<file path="src/rtl/random_gen.sv">
// Sequential random-number unit built around a combinational 8-bit LFSR step.
// A request advances the LFSR STEPS times. The result is then presented on a
// valid/ack handshake. Software can reseed the generator while it is idle.

// One Galois-free Fibonacci step: shift left, feedback from taps 7,5,4,3.
module random (
    input  logic [7:0] i_lfsr,
    output logic [7:0] o_next
);
    assign o_next = {i_lfsr[6:0], i_lfsr[7] ^ i_lfsr[5] ^ i_lfsr[4] ^ i_lfsr[3]};
endmodule

module random_gen #(
    parameter int          STEPS        = 8,
    parameter logic [7:0]  DEFAULT_SEED = 8'hA5
) (
    input  logic       clk,
    input  logic       rst,
    input  logic       seed_we,
    input  logic [7:0] seed_in,
    input  logic       req,
    input  logic       ack,
    output logic       busy,
    output logic       valid,
    output logic [7:0] rnd
);
    localparam logic [7:0] STEPS_W = 8'(STEPS);

    // A zero step count would never produce a result, and a zero seed would
    // lock the LFSR, so both are rejected at elaboration.
    generate
        if (STEPS < 1 || STEPS > 255) begin : g_bad_steps
            $error("random_gen: STEPS must be in 1..255");
        end
        if (DEFAULT_SEED == 8'h00) begin : g_bad_seed
            $error("random_gen: DEFAULT_SEED must be nonzero");
        end
    endgenerate

    typedef enum logic [1:0] {
        S_IDLE = 2'd0,
        S_RUN  = 2'd1,
        S_DONE = 2'd2
    } state_t;

    state_t     r_state;
    state_t     w_state_next;
    logic [7:0] r_lfsr;
    logic [7:0] r_cnt;
    logic [7:0] r_rnd;
    logic       r_valid;
    logic [7:0] w_lfsr_next;
    logic       w_start;

    random u_step (
        .i_lfsr (r_lfsr),
        .o_next (w_lfsr_next)
    );

    // A seed write in the same cycle wins and the request is dropped.
    assign w_start = req && !seed_we;

    // State register.
    always_ff @(posedge clk) begin
        if (rst) begin
            r_state <= S_IDLE;
        end else begin
            r_state <= w_state_next;
        end
    end

    // Next-state decode. RUN leaves once the step counter has drained.
    always_comb begin
        w_state_next = r_state;
        case (r_state)
            S_IDLE: if (w_start)        w_state_next = S_RUN;
            S_RUN:  if (r_cnt == 8'd0)  w_state_next = S_DONE;
            S_DONE: if (ack)            w_state_next = S_IDLE;
            default:                    w_state_next = S_IDLE;
        endcase
    end

    // Datapath: seeding, stepping and result capture. The count is
    // loaded with STEPS on the request edge. Each RUN edge with a
    // nonzero count advances the LFSR once. The edge that sees the
    // count at zero publishes the result, which places valid STEPS+1
    // edges after the request was sampled.
    always_ff @(posedge clk) begin
        if (rst) begin
            r_lfsr  <= DEFAULT_SEED;
            r_cnt   <= 8'd0;
            r_rnd   <= 8'h00;
            r_valid <= 1'b0;
        end else begin
            case (r_state)
                S_IDLE: begin
                    if (seed_we) begin
                        r_lfsr <= (seed_in == 8'h00) ? DEFAULT_SEED : seed_in;
                    end else if (req) begin
                        r_cnt <= STEPS_W;
                    end
                end
                S_RUN: begin
                    if (r_cnt != 8'd0) begin
                        r_lfsr <= w_lfsr_next;
                        r_cnt  <= r_cnt - 8'd1;
                    end else begin
                        r_rnd   <= r_lfsr;
                        r_valid <= 1'b1;
                    end
                end
                S_DONE: begin
                    if (ack) begin
                        r_valid <= 1'b0;
                    end
                end
                default: begin
                    r_valid <= 1'b0;
                end
            endcase
        end
    end

    assign busy  = (r_state != S_IDLE);
    assign valid = r_valid;
    assign rnd   = r_rnd;

endmodule

</file>
<file path="config.mk">
export PLATFORM = sky130hd
export DESIGN_NAME = random_gen
export DESIGN_NICKNAME = d
export VERILOG_FILES = /design/src/rtl/random_gen.sv
export SDC_FILE = /design/constraint.sdc
export NUM_CORES = 1
export LEC_CHECK = 0
export CAP_MARGIN = 20
export CORE_ASPECT_RATIO = 0.9
export CORE_MARGIN = 5
export CORE_UTILIZATION = 50
export CTS_BUF_LIST = sky130_fd_sc_hd__clkbuf_16
export DETAILED_ROUTE_END_ITERATION = 12
export PLACE_DENSITY = 0.76
export SLEW_MARGIN = 0
export SYNTH_ARGS = -nofsm -noshare
export SYNTH_HDL_FRONTEND = slang
export SYNTH_SLANG_ARGS = --single-unit
</file>
<file path="constraint.sdc">
create_clock -name clk -period 4.9 [get_ports clk]
set_input_delay 0.98 -clock clk [delete_from_list [all_inputs] [get_ports clk]]
set_output_delay 0.98 -clock clk [all_outputs]
set_load 0.05 [all_outputs]
</file>
==> Word level (Yosys, flattened, before mapping) <==
Cells that the tools add are included.
{ "word_totals": {"regBits": 27, "input_bits": 13, "output_inout_bits": 10} }
{ "op_classes": {"n_addsub": 1, "n_eq_ne": 10, "muxes": 15, "bitwise_logic": 5, "reduce_logical": 13} }
{ "op_table": {"columns": ["operator", "count"], "rows": [
  ["two-way mux 8 bit", 6],
  ["one-hot mux 8 bit (2 select lines)", 2],
  ["zero test 8 bit", 2],
  ["!= test 2 bit (second input constant)", 8],
  ["AND reduction 3 bit", 3],
  ["nonzero test 8 bit", 1],
  ["subtractor 8 x 1 -> 8 bit (second input constant)", 1],
  ["two-way mux 2 bit", 3],
  ["one-hot mux 2 bit (3 select lines)", 1],
  ["AND reduction 4 bit", 1],
  ["nonzero test 2 bit", 2],
  ["one-hot mux 1 bit (3 select lines)", 1],
  ["XOR 1 bit", 3],
  ["== test 2 x 1 -> 1 bit (second input constant)", 1],
  ["== test 2 bit (second input constant)", 1],
  ["zero test 2 bit", 1],
  ["two-way mux 1 bit", 2],
  ["NOT 1 bit", 2],
  ["AND reduction 2 bit", 1],
  ["logical AND 1 bit", 1],
  ["zero test 1 bit", 1]
]} }

==> Depth between registers and ports, before layout <==
Gate-level depths: netlist of run 1.
{ "logic_depth": {"word_depth": 5, "ltp_mapped": 7, "ltp_nobuf": 6} }

==> By module <==
A second synthesis of run 1 with hierarchy kept.
{ "hier_totals": {"hier_cells": 160, "hier_area_um2": 1465.2} }
{ "by_module_without_submodules": {"columns": ["module", "n_inst", "cells_per_inst", "area_each_um2", "seq_area_each_um2"], "rows": [
  ["random_gen", 1, 150, 1386.3, 540.5],
  ["random", 1, 10, 78.8, 0.0]
]} }

==> Worst setup path before layout of run 1 <==
Ideal clock, no wire load.
{ "synth_path": {"path_kind": "input-to-reg", "startpoint": "in req", "endpoint": "reg r_cnt[6]", "setup_time_ns": 0.070, "arrival_ns": 1.971, "required_time_ns": 4.830, "slack_ns": 2.859, "path_stages": 4, "cell_sequence": "nor2b_1 -> o211ai_1 -> or4_1 -> a21oi_1"} }
{ "synth_via": {"elab_chain_cells": 2} }
{ "synth_lines": {"columns": ["element", "line", "text"], "rows": [
  ["start, declared", "21", "input logic req,"],
  ["!= test 2 bit (no line)", null, null],
  ["AND reduction 4 bit (no line)", null, null],
  ["end signal, assigned", "106", "r_cnt <= r_cnt - 8'd1;"],
  ["end, declared", "49", "logic [7:0] r_cnt;"]
]} }
Every way passes these cells.
A chain may end at the register's enable or synchronous reset.

==> Final worst setup path of run 1 <==
{ "layout_path": {"startpoint": "reg r_state[0]", "endpoint": "out busy"} }
{ "layout_via": {"elab_chain_cells": 1} }
{ "layout_lines": {"columns": ["element", "line", "text"], "rows": [
  ["start, declared", "46", "state_t r_state;"],
  ["start signal, assigned", "68", "r_state <= w_state_next;"],
  ["nonzero test 2 bit", "124", "assign busy = (r_state != S_IDLE);"],
  ["end, declared", "23", "output logic busy,"]
]} }
Every way passes these cells.

==> impl_results.md, run 1 <==
* Overall Power at 0.733 mW
* Cell Count, Final, Fillers Out at between 200 and 250
* Asr flop ratio synth at 0
* # DRC at 0
* CTS H-tree lvls at 1
* Worst path arrival time at roughly 2 ns
* Total Nets Final at about 190
* Internal power at around 0.47 mW
* Share of the synthesized area in the top cell type at 0.400
* Chip width at 64.8 µm
* CTS Hold Bufs at 0
* CP required at around 4 ns
* Post-synth top flop: dfxtp_1
* Flops & latches, synth at 27
* Initial core utilization at 0.534
* Via count at ~1300
* Worst path cell trace: nor2_1 -> inv_1 -> clkdlybuf4s50_1
* WS Path Type: register to primary output
* Largest net degree at the start of global routing at 25
* Initial antenna violation count at 0
* Largest area contributor in the netlist: dfxtp_1
* CP Launch Type: register
* N_diodes at 0
* DP Worst Slack at 2.20 ns
* Avg Cell Area, Syn at 8.56 µm²
* Syn. warnings at 0
* Syn Nets at between 150 and 200
* Gpl congestion at roughly 0.9
* HP Class: register to register
* Dpl cells at roughly 200
* Net Sw Frac at 0.355
* Leakage at ~0.66 nW
* Critical path fanouts, max at 20
* Pwr Density at roughly 440 nW/µm²
* DR WL/cell at roughly 15 µm
* CTS tree: done
* RSZ-0062 raised after global routing: false
* Layout cells sized above 1 at 0.0730
* DRT iter0 DRCs at 69
* Post-Syn Instances at approximately 160
* Sequential fraction of the synthesis area at 0.400
* CTS root buf: clkbuf_16
* Endpoints failing hold at 0
* CTS Buffer Depth at 2
* Sequential fraction of design power at 0.408
* Overall global routing resource usage at 0.173
* Sum of negative setup slack at 0 ns
* Final WS setup at 1.94 ns
* Fin crit period at 2.96 ns
* First-pass GRT wire length at 5250 µm
* Clk Latency, worst-skew pair at roughly 0.26 ns
* Synthesis-to-finish area growth at 22.9%
* Slew Limit Headroom at 0.421
* Setup crit end kind: primary output
* Vias per Instance at around 6.2
* Ranking of synthesized cells by area: dfxtp_1 (40%), mux2i_1 (6.7%), nor2_1 (6.4%)
* Clock Sinks at 27
* Max_cap viols at 0
* Die area at just under 4000 µm²
* Port bufs at 22
* Distinct cell type count after synthesis at 44
* Setup bufs post-CTS at 0
* Post-synth EDFFs at 0
* Core area at about 2500 µm²
* Post-CTS resize count at 0
* Worst VDD drop at about 0.28 mV
* I/O pin count at 23
* CTS buffer count at 3
* Final period utilization at 0.603
* Detail Route Antenna Nets at 0
* GRT overflow at 0
* First drt pass iteration count at 4
* Net Switching at between 0.2 and 0.3 mW
* Highest cell delay on the worst timing path at roughly 0.79 ns
* Fill cells at roughly 220
* Routed wire length at about 3100 µm
* DPL Wire Length at between 2000 and 2500 µm
* Reg clk slew, reported paths at ~0.060 ns
* Comb pwr share at 0.345
* Post-synthesis cell area at between 1000 and 1500 µm²
* Final setup viols at 0
* Final Max Slew Viols at 0
* Most frequent cell after synthesis: dfxtp_1
* Die extent in y at approximately 59 µm
* Layout Skew at about 0.0017 ns
* Number of global-route vias before repair at between 1000 and 1500
* Max Clock Freq at around 340 MHz
* Post-synth top cells: dfxtp_1 (27), nor2_1 (23), a21oi_1 (13), nand2_1 (13), mux2i_1 (9)
* Status: completed
* WHS at between 0.4 and 0.5 ns
* Crit-path slowest cell: clkdlybuf4s50_1
* Std-Cell Rows at 17
* Clk pwr share at 0.247
* Worst-Margin Slew at slightly below 0.9 ns
-- logic make-up after synthesis --
kind of cell,after synthesis,share of synthesized area
simple gates,62,0.246
xor+xnor,3,0.0194
mux,9,0.0666
fa+ha+maj,2,0.0185
buf+inv,12,0.0351
compound gates,43,0.215
flops,27,0.400
-- sequential cells by signal, indices dropped and copies added (netlist names) --
signal	cells
r_cnt	8
r_lfsr	8
rnd	8
r_state	2
valid	1
-- worst max-delay path, delay by kind of cell, from the launching register on --
family | cells | cell delay, ns
buffers and inverters | 2 | 0.87
flip-flops | 1 | 0.72
AND/OR/NAND/NOR | 1 | 0.12
-- worst paths after layout --
check / startpoint / endpoint / slack [ns] / cells after the start
worst max-delay path: r_state[0] / busy / 1.94 / 3
worst min-delay path: valid / valid / 0.49 / 2
worst max register to register: r_state[0] / rnd[6] / 2.64 / 4
worst min register to register: valid / valid / 0.49 / 2
-- routing by layer --
| layer | up-vias | global-route usage | part of all wire |
|---|---|---|---|
| li1 | 612 | - | - |
| met1 | 600 | 0.238 | 0.46 |
| met2 | 62 | 0.267 | 0.46 |
| met3 | 2 | 0.0531 | 0.076 |
| met4 | 0 | 0.0361 | 0.0054 |
| met5 | - | 0 | 0 |
-- stage by stage --
step                instance area [µm²]   util
global route                       1660  0.657
floorplan                          1350      -
global placement                   1580  0.625
detailed placement                 1580  0.625
CTS                                1660  0.657
finish                             1660  0.657
-- cell usage in the layout, fill, tap and decap left out, drive strengths merged, types with 4 or more instances in the layout --
master	count
inv	6
nor2	23
nand2	14
mux2i	9
a311oi	4
nor2b	4
clkdlybuf4s50	22
a21oi	13
o21ai	9
dfxtp	27
-- cell type report --
type	instances	area [µm²]	share of cell area
Timing Repair Buffer	22	220	0.132
Clock inverter	1	5.00	0.00301
Multi-Input combinational cell	119	764	0.460
Tap cell	28	35.0	0.0211
Sequential cell	27	541	0.325
Clock buffer	3	75.1	0.0451
Inverter	6	22.5	0.0135
-- power by group through the flow --
stage          combinational, mW  sequential (mW)  clock [mW]
6_report                   0.253            0.299       0.181
5_1_grt                    0.276            0.303       0.194
4_1_cts                    0.252            0.297       0.184
3_5_place_dp               0.250            0.302           0
3_3_place_gp               0.243            0.299           0
2_1_floorplan              0.172            0.311           0
Power figures use the tool's default switching activity.
==> inputs of run 2 (changes only) <==
--- a/config.mk
+++ b/config.mk
@@ -8,10 +8,10 @@
 export CAP_MARGIN = 20
 export CORE_ASPECT_RATIO = 0.9
 export CORE_MARGIN = 5
-export CORE_UTILIZATION = 50
+export CORE_UTILIZATION = 47
 export CTS_BUF_LIST = sky130_fd_sc_hd__clkbuf_16
 export DETAILED_ROUTE_END_ITERATION = 12
-export PLACE_DENSITY = 0.76
+export PLACE_DENSITY = 0.75
 export SLEW_MARGIN = 0
 export SYNTH_ARGS = -nofsm -noshare
 export SYNTH_HDL_FRONTEND = slang
==> constraint.sdc (replaced) <==
create_clock -name clk -period 2.5 [get_ports clk]
set_input_delay 0.5 -clock clk [delete_from_list [all_inputs] [get_ports clk]]
set_output_delay 0.5 -clock clk [all_outputs]
set_load 0.05 [all_outputs]
==> impl_results.md, run 2 (synthesized netlist as in run 1, its figures left out) <==
* Detail Route Antenna Nets at 0
* Layout cells sized above 1 at 0.0939
* Overall Power at 1.46 mW
* Critical path fanouts, max at 9
* Initial core utilization at 0.492
* Layout Skew at 0.00318 ns
* Slew Limit Headroom at 0.620
* R2R cell count at 6
* CTS Buffer Depth at 2
* Commonest non-fill, non-tap cells in the layout: dfxtp_1 (27), nor2_1 (23), clkdlybuf4s50_1 (21)
* Total Nets Final at between 150 and 200
* Worst path arrival time at between 2 and 2.5 ns
* Net Sw Frac at 0.360
* Worst path cell trace: inv_1 -> ha_1 -> nor3b_1 -> nand3_1 -> mux2i_1 -> nor2_1
* Crit Reg-Reg Endpoint: rnd[2]
* Std-Cell Rows at 18
* Sum of negative setup slack at 0 ns
* I/O pin count at 23
* Clock Sinks at 27
* Reg clk slew, reported paths at around 0.07 ns
* CTS Hold Bufs at 0
* Via count at around 1300
* Crit path max-delay family: simple AND/OR/NAND/NOR gates
* Crit-path slowest cell: nand3_1
* Final WS setup at ~0.36 ns
* Number of cells on the critical path at 6
* Max_cap viols at 0
* CP required at 2.66 ns
* Endpoints failing hold at 0
* First-pass GRT wire length at 5520 µm
* Post-CTS resize count at 0
* Reg-to-Reg Start: r_cnt[0]
* Clk pwr share at 0.252
* Pwr Density at 857 nW/µm²
* Overall global routing resource usage at 0.175
* Final period utilization at 0.855
* CTS root buf: clkbuf_16
* Routed wire length at between 3000 and 4000 µm
* Comb pwr share at 0.357
* RSZ-0062 raised after global routing: false
* Final setup viols at 0
* HP Class: register to register
* DRT iter0 DRCs at 64
* CTS tree: done
* First drt pass iteration count at 4
* Synthesis-to-finish area growth at 25.7%
* Max Clock Freq at roughly 470 MHz
* CP Launch Type: register
* # DRC at 0
* Gpl congestion at ~0.96
* Worst Setup SP: r_cnt[0]
* DP Worst Slack at 0.262 ns
* Clk Latency, worst-skew pair at ~0.26 ns
* Die extent in y at roughly 61 µm
* Port bufs at 22
* Chip width at between 60 and 70 µm
* GRT overflow at 0
* Setup bufs post-CTS at 0
* Finished Cell Area at around 1700 µm²
* Sequential fraction of design power at 0.390
* N_diodes at 0
* Die area at between 4000 and 5000 µm²
* Largest net degree at the start of global routing at 20
* Number of global-route vias before repair at ~1200
* Fin crit period at around 2.1 ns
* DR WL/cell at around 15 µm
* Status: completed
* Leakage at roughly 0.67 nW
* Commonest non-fill, non-tap cell in the layout: dfxtp_1
* R2r setup slk at ~0.36 ns
* Core area at about 2700 µm²
* WS Path Type: register to register
* Worst-Margin Slew at ~0.57 ns
* Dpl cell area at between 1500 and 2000 µm²
* Internal power at roughly 0.93 mW
* CTS buffer count at 3
* CP Buf/Inv Count at 1
* Final Max Slew Viols at 0
* Net Switching at 0.525 mW
* Highest cell delay on the worst timing path at between 0.5 and 0.6 ns
* Initial antenna violation count at 0
* Setup crit end kind: register
* CTS H-tree lvls at 1
* WHS at just under 0.5 ns
* Worst VDD drop at ~0.5 mV
* Vias per Instance at roughly 5.7
* Critical path destination: rnd[2]
* DPL Wire Length at 2430 µm
run 2: per-stage QoR:
| stage | util | std cells |
|---|---|---|
| after CTS | 0.619 | 221 |
| after global placement | 0.589 | 217 |
| after detailed placement | 0.589 | 217 |
| after global routing | 0.619 | 221 |
| final | 0.619 | 221 |
| after floorplan | - | 158 |
run 2: power by group through the flow:
stage	clock, mW	combinational, mW	sequential, mW
floorplan	0	0.336	0.610
global placement	0	0.495	0.573
detailed placement	0	0.512	0.576
CTS	0.379	0.517	0.567
global route	0.396	0.568	0.579
finish	0.368	0.520	0.569
run 2: layout make-up:
cell class                      count  area (µm²)
Fill cell                         249        1050
Tap cell                           40        50.0
Timing Repair Buffer               25         240
Sequential cell                    27         541
Inverter                            6        22.5
Multi-Input combinational cell    119         764
Clock buffer                        3        75.1
Clock inverter                      1        7.51
run 2: metal layers:
layer / track usage / share of wire / vias to the layer above
met2: 0.270 / 0.45 / 56
met1: 0.246 / 0.46 / 574
met4: 0.0435 / 0.012 / 0
li1: - / - / 617
met3: 0.0444 / 0.068 / 6
met5: 0 / 0 / -
run 2: worst min-delay path by stage:
stage          startpoint         to  slack (ns)  cells past startpoint
2_1_floorplan   r_lfsr[2]  r_lfsr[2]        0.47                      2
3_3_place_gp        valid      valid        0.46                      2
3_5_place_dp       rnd[4]     rnd[4]        0.48                      2
4_1_cts             valid      valid        0.50                      2
5_1_grt             valid      valid        0.52                      2
6_report            valid      valid        0.48                      2
run 2: worst reg2reg max path, stage by stage (launching register included):
cell     delay [ns]
dfxtp_1        0.35
inv_1          0.09
ha_1           0.18
nor3b_1        0.48
nand3_1        0.54
mux2i_1        0.33
nor2_1         0.06
